$ cat config.mk
export PLATFORM = sky130hd
export DESIGN_NAME = msfsm_handshake_io_adapter
export DESIGN_NICKNAME = d
export VERILOG_FILES = /design/src/rtl/msfsm_handshake_io_adapter.sv
export SDC_FILE = /design/constraint.sdc
export NUM_CORES = 1
export LEC_CHECK = 0
export CAP_MARGIN = 20
export CELL_PAD_IN_SITES_DETAIL_PLACEMENT = 0
export CELL_PAD_IN_SITES_GLOBAL_PLACEMENT = 2
export CORE_MARGIN = 3
export CORE_UTILIZATION = 19
export DETAILED_ROUTE_END_ITERATION = 10
export GPL_ROUTABILITY_DRIVEN = 0
export PLACE_DENSITY_LB_ADDON = 0.1
export SETUP_SLACK_MARGIN = 0.1
export SYNTH_ARGS = -nofsm -noshare
export SYNTH_HDL_FRONTEND = slang
export SYNTH_SLANG_ARGS = --single-unit
$ cat constraint.sdc
create_clock -name clk -period 1 [get_ports clk]
set_input_delay 0.25 -clock clk [delete_from_list [all_inputs] [get_ports clk]]
set_output_delay 0.25 -clock clk [all_outputs]
set_load 0.01 [all_outputs]
$ cat src/rtl/msfsm_handshake_io_adapter.sv
// Boundary stage between the asynchronous handshake environment and the MSFSM array.
// Optional sticky protocol checking is enabled by defining MSFSM_IO_PROTOCOL_CHECK_EN.
module msfsm_handshake_io_adapter #(
  parameter int                N_IN        = 2,
  parameter int                N_OUT       = 2,
  parameter int                SYNC_STAGES = 2,
  parameter logic [N_IN-1:0]   IN_INIT     = '0,
  parameter logic [N_OUT-1:0]  OUT_INIT    = '0
) (
  input  logic             clk,
  input  logic             reset,
  input  logic [N_IN-1:0]  in_async_i,
  output logic [N_IN-1:0]  in_plus_o,
  output logic [N_IN-1:0]  in_minus_o,
  output logic             ready_o,
  input  logic [N_OUT-1:0] evt_plus_i,
  input  logic [N_OUT-1:0] evt_minus_i,
`ifdef MSFSM_IO_PROTOCOL_CHECK_EN
  output logic             err_o,
  output logic [N_OUT-1:0] err_vec_o,
`endif
  output logic [N_OUT-1:0] out_lvl_o
);

  localparam int CW = $clog2(SYNC_STAGES + 1);
  localparam logic [CW-1:0] CNT_MAX = CW'(SYNC_STAGES);

  logic [N_IN-1:0]  syncChain_q [SYNC_STAGES];
  logic [CW-1:0]    warmCnt_q;
  logic [CW-1:0]    warmCnt_d;
  logic [N_OUT-1:0] outLvl_q;
  logic [N_OUT-1:0] outLvl_d;
  logic             readyInt;

  always_ff @(posedge clk) begin
    if (reset) begin
      for (int k = 0; k < SYNC_STAGES; k++) begin
        syncChain_q[k] <= IN_INIT;
      end
      warmCnt_q <= '0;
      outLvl_q  <= OUT_INIT;
    end else begin
      syncChain_q[0] <= in_async_i;
      for (int k = 1; k < SYNC_STAGES; k++) begin
        syncChain_q[k] <= syncChain_q[k-1];
      end
      warmCnt_q <= warmCnt_d;
      outLvl_q  <= outLvl_d;
    end
  end

  // Counter saturates so ready stays high until the next reset.
  always_comb begin
    warmCnt_d = warmCnt_q;
    if (warmCnt_q != CNT_MAX) begin
      warmCnt_d = warmCnt_q + CW'(1);
    end
  end

  assign readyInt = (warmCnt_q == CNT_MAX);

  // Conflicting or absent strobes leave the level untouched.
  always_comb begin
    outLvl_d = outLvl_q;
    for (int j = 0; j < N_OUT; j++) begin
      if (evt_plus_i[j] && !evt_minus_i[j]) begin
        outLvl_d[j] = 1'b1;
      end else if (evt_minus_i[j] && !evt_plus_i[j]) begin
        outLvl_d[j] = 1'b0;
      end
    end
  end

  assign ready_o    = readyInt;
  assign in_plus_o  = readyInt ? syncChain_q[SYNC_STAGES-1]  : '0;
  assign in_minus_o = readyInt ? ~syncChain_q[SYNC_STAGES-1] : '0;
  assign out_lvl_o  = outLvl_q;

`ifdef MSFSM_IO_PROTOCOL_CHECK_EN
  logic [N_OUT-1:0] errVec_q;
  logic [N_OUT-1:0] errVec_d;
  logic             consistErr_q;
  logic             consistErr_d;

  // Double strobes and redundant strobes are both flagged, sticky until reset.
  always_comb begin
    errVec_d     = errVec_q | (evt_plus_i & evt_minus_i)
                            | (evt_plus_i & outLvl_q)
                            | (evt_minus_i & ~outLvl_q);
    consistErr_d = consistErr_q | (readyInt && |(in_plus_o & in_minus_o));
  end

  always_ff @(posedge clk) begin
    if (reset) begin
      errVec_q     <= '0;
      consistErr_q <= 1'b0;
    end else begin
      errVec_q     <= errVec_d;
      consistErr_q <= consistErr_d;
    end
  end

  assign err_vec_o = errVec_q;
  assign err_o     = consistErr_q | (|errVec_q);
`endif

endmodule

# After elaboration in Yosys (flattened, before gate mapping)
# Memories as Yosys holds them, arrays and structs flattened.
# Index checks and enable logic that the tools add are counted.
# totals
reg_bits	4
latch_bits	0
ram_bits	4
mem_bits_ro	0
inputBits	8
out_inout_bits	7
word_cells	31
memories	1
# mem_list
name	words	width	read_ports	rd_ports_with_merged_regs	wr	line	source
syncChain_q	2	2	2	0	2	28	logic [N_IN-1:0] syncChain_q [SYNC_STAGES];
# op_classes
add_sub_neg	1
n_mul	0
div	0
order_cmp	0
eq_ne	2
shifts	0
n_mux	11
bitwise	3
n_reduce_logical	10
# op_table
cell	n
2-bit 2-to-1 mux	4
1-bit 2-to-1 mux	7
1-bit logical AND	4
1-bit zero test	4
2-bit nonzero test	2
2-bit by 1-bit adder with 2-bit output (second input constant)	1
2-bit equality test (second input constant)	1
2-bit inequality test (second input constant)	1
2-bit inverter	1
1-bit bitwise OR	2

# Logic depth before layout (Yosys ltp)
# depth
word_depth	4
mapped_depth	4
mapped_depth_nobuf	4

# Least setup slack after synthesis
# No wires, ideal clock.
# synth_timing
kind	reg-to-output
start	reg warmCnt_q[0]
end	out in_minus_o[0]
arrival_ns	0.809
t_required_ns	0.750
slack_ns	-0.059
path_stages_with_launch	4
path_buffers	0
path_cell_list	dfxtp_1 > inv_1 > ha_1 > nor2b_1
# synth_via
elab_chain_len	2
# synth_lines
element	line	source
start, declared	29	logic [CW-1:0] warmCnt_q;
start signal, assigned	47	warmCnt_q <= warmCnt_d;
2-bit equality test	60	assign readyInt = (warmCnt_q == CNT_MAX);
named net ready_o	15	output logic ready_o,
2-bit 2-to-1 mux	76	assign in_minus_o = readyInt ? ~syncChain_q[SYNC_STAGES-1] : '0;
end, declared	14	output logic [N_IN-1:0] in_minus_o,
# The timed path passes the listed nets, and every way through them passes these cells.

# Worst setup path after layout
# layout_timing
start	reg warmCnt_q[0]
end	out in_plus_o[0]
# layout_via
elab_chain_len	2
# layout_lines
element	line	source
2-bit equality test	60	
2-bit 2-to-1 mux	75	assign in_plus_o = readyInt ? syncChain_q[SYNC_STAGES-1] : '0;
end, declared	13	output logic [N_IN-1:0] in_plus_o,
# No other way between the ends.

==> flow_metrics.py <==
metrics = {
    "clocking": {
        "htreeDepth": 1,
        "cts_root_buf": "clkbuf_4",
        "worstSkewPairLatency_ns": 0.25,
        "cts_tree": "yes",
        "clk_pin_slew_ns": 0.05,
        "clockBufferDepth": 2,
        "postCtsHoldBufs": 0,
        "clkSinkCount": 8,
        "cts_buffers": 3,
    },
    "timing": {
        "worst_pin_slew_ns": 0.118,
        "fmax_ghz": 0.788,
        "rsz0062_at_grt": "yes",
        "skew_ns": 0.0000954,
        "fin_crit_ns": 1.27,
        "drv_slew": 0,
        "fin_hold_ws_ns": 0.436,
        "fin_tns_setup_ns": -1.28,
        "slew_headroom_pct": 91.9,
        "setup_violations": 6,
        "fin_crit_sh_pct": 127,
        "final-hold-violation-count": 0,
        "setup_slack_ns": -0.270,
    },
    "global_route": {
        "met2_usage_pct": 7.92,
        "grtUsageMet1_pct": 7.30,
        "grt_pass1_vias": 231,
        "antenna_found_initial": 0,
        "grt-busiest-layer": "met4",
        "grt_overflow": 0,
        "grt_usage_pct": 6.35,
        "grt_max_degree": 9,
        "grt_use_met3_pct": 2.26,
        "grt_first_pass_wirelength_um": 917,
    },
    "drt": {
        "via_per_inst": 3.84,
        "wl_um": 607,
        "ant_nets": 0,
        "avgRoutedWirePerCell_um": 8.93,
        "firstDrtPassIters": 1,
        "drt_first_iter_violations": 0,
        "num_vias": 261,
        "drc": 0,
    },
    "floorplanning": {
        "dieWidth_um": 47.9,
        "rows": 14,
        "initial_utilization_pct": 21.1,
        "dieArea_um2": 2290,
        "ios": 15,
        "die_h_um": 47.9,
        "coreArea_um2": 1580,
    },
    "final_layout": {
        "nets": 66,
        "syn_to_final_growth_pct": 75.9,
        "layout.cells.non_filler": 68,
        "drive_above_1_share_pct": 48.1,
        "final.fill_count": 165,
        "diodes": 0,
    },
    "power": {
        "p_int_uw": 840,
        "irDropWorstVdd_mv": 0.783,
        "pwr-share-clk_pct": 19.9,
        "switching_power_uw": 347,
        "pwr-share-comb_pct": 42.6,
        "p_leak_nw": 0.270,
        "seq_power_share_pct": 37.5,
        "power_mw": 1.19,
        "swShare_pct": 29.2,
        "p_per_area_nw_per_um2": 2030,
    },
    "synthesis": {
        "post-synth-top-area-fraction_pct": 48.1,
        "ys_ff_latch": 8,
        "yosys_warnings": 0,
        "yosys.area.top_type": "dfxtp_1",
        "avgSynthCellArea_um2": 10.4,
        "synth_common_cells": "8 x dfxtp_1, 6 x nor2b_1, 4 x ha_1, 3 x inv_1, 3 x nor2_1",
        "synth-edff-count": 0,
        "syn_nets": 44,
        "synth_most_common_cell": "dfxtp_1",
        "ys.flop_type": "dfxtp_1",
        "synth_cell_types": 11,
        "syn_area_um2": 333,
        "ys_async_sr_fraction_pct": 0,
        "seq_area_frac_synth_pct": 48.1,
        "synthCells": 32,
        "ys_top_cells_by_area": "dfxtp_1 48%, ha_1 15%, nor2b_1 11%",
    },
    "setup_path": {
        "required_ns": 0.75,
        "cp.arrival_ns": 1.02,
        "critPathLaunchType": "flip-flop",
        "cp_max_fo": 3,
        "critPathKind": "flip-flop to output pin",
        "endpoint_kind": "output pin",
    },
    "status": {
        "status": "finished with violations",
        "violations": "setup timing",
    },
    "placed_design": {
        "port_buffers": 14,
        "dp_slack_ns": -0.433,
        "dp_hpwl_um": 475,
        "dp_cells": 65,
    },
    "hold_path": {
        "hp-class": "flip-flop to flip-flop",
    },
    "run": {
        "maxCapViolCount": 0,
    },
}
[worst max-delay path, cell delays in order (launching register included)]
cell	delay (ns)
dfxtp_2	0.33
inv_2	0.06
ha_4	0.16
and2_4	0.13
buf_6	0.11
[what timing repair did]
action,in CTS,in global routing
pin swaps,7,3
gates cloned,0,0
resized for setup,40,1
setup endpoints to repair,11,10
setup buffers,1,0
[power groups by stage]
stage | combinational (mW) | clock [mW] | sequential, mW
5_1_grt | 0.560 | 0.268 | 0.452
3_5_place_dp | 0.527 | 0 | 0.443
3_3_place_gp | 0.509 | 0 | 0.440
2_1_floorplan | 0.309 | 0 | 0.442
4_1_cts | 0.524 | 0.251 | 0.438
6_report | 0.506 | 0.236 | 0.445
[kinds of logic (layout without fill, tap and decap cells)]
group | after synthesis | in the layout | share of synthesized area (%)
AOI/OAI and AO/OA | 1 | 1 | 2.63
xor gates and xnor gates | 1 | 1 | 2.63
adders and majority gates | 4 | 4 | 15.0
buffers and inverters | 3 | 23 | 3.38
DFF | 8 | 8 | 48.1
muxes | 2 | 2 | 6.02
and+or+nand+nor | 13 | 13 | 22.2
[per-stage QoR]
step / utilization, % / cell area (µm²)
after floorplan: - / 378
after global placement: 35.6 / 561
after detailed placement: 35.6 / 561
after CTS: 37.0 / 583
after global routing: 37.1 / 586
final: 37.1 / 586
[cells in the final DEF (no fill, tap or decap), types with 3 or more instances in the layout]
cell type / synthesis / routed
nor2_1: 3 / 3
dfxtp_2: 0 / 3
buf_4: 0 / 3
dfxtp_1: 8 / 4
buf_6: 0 / 6
clkbuf_4: 0 / 3
nor2b_1: 6 / 4
dlygate4sd2_1: 0 / 4
clkdlybuf4s50_1: 0 / 3
[cell type report]
cell class / instances / area (µm²) / area share [%]
Clock buffer: 3 / 22.5 / 3.85
Timing Repair Buffer: 17 / 160 / 27.4
Inverter: 3 / 11.3 / 1.92
Tap cell: 16 / 20.0 / 3.42
Sequential cell: 8 / 168 / 28.6
Multi-Input combinational cell: 21 / 204 / 34.8
[flip-flops by register name, indices dropped and copies added (netlist names)]
| register | count |
|---|---|
| out_lvl_o | 2 |
| warmCnt_q | 2 |
| syncChain_q | 4 |
[metal layers]
layer / part of all wire, % / vias up
li1: - / 140
met1: 44 / 110
met2: 46 / 9
met3: 7.7 / 2
met4: 2.3 / 0
met5: 0 / -
[worst paths after layout]
path / startpoint / to / slack (ns) / depth (start not counted)
max: warmCnt_q[0] / in_plus_o[0] / -0.27 / 4
min reg2reg: syncChain_q[0][1] / syncChain_q[0][3] / 0.44 / 1
max reg2reg: warmCnt_q[0] / warmCnt_q[1] / -0.05 / 5
min: syncChain_q[0][1] / syncChain_q[0][3] / 0.44 / 1
Note: power is estimated with default switching activity, not from simulation.
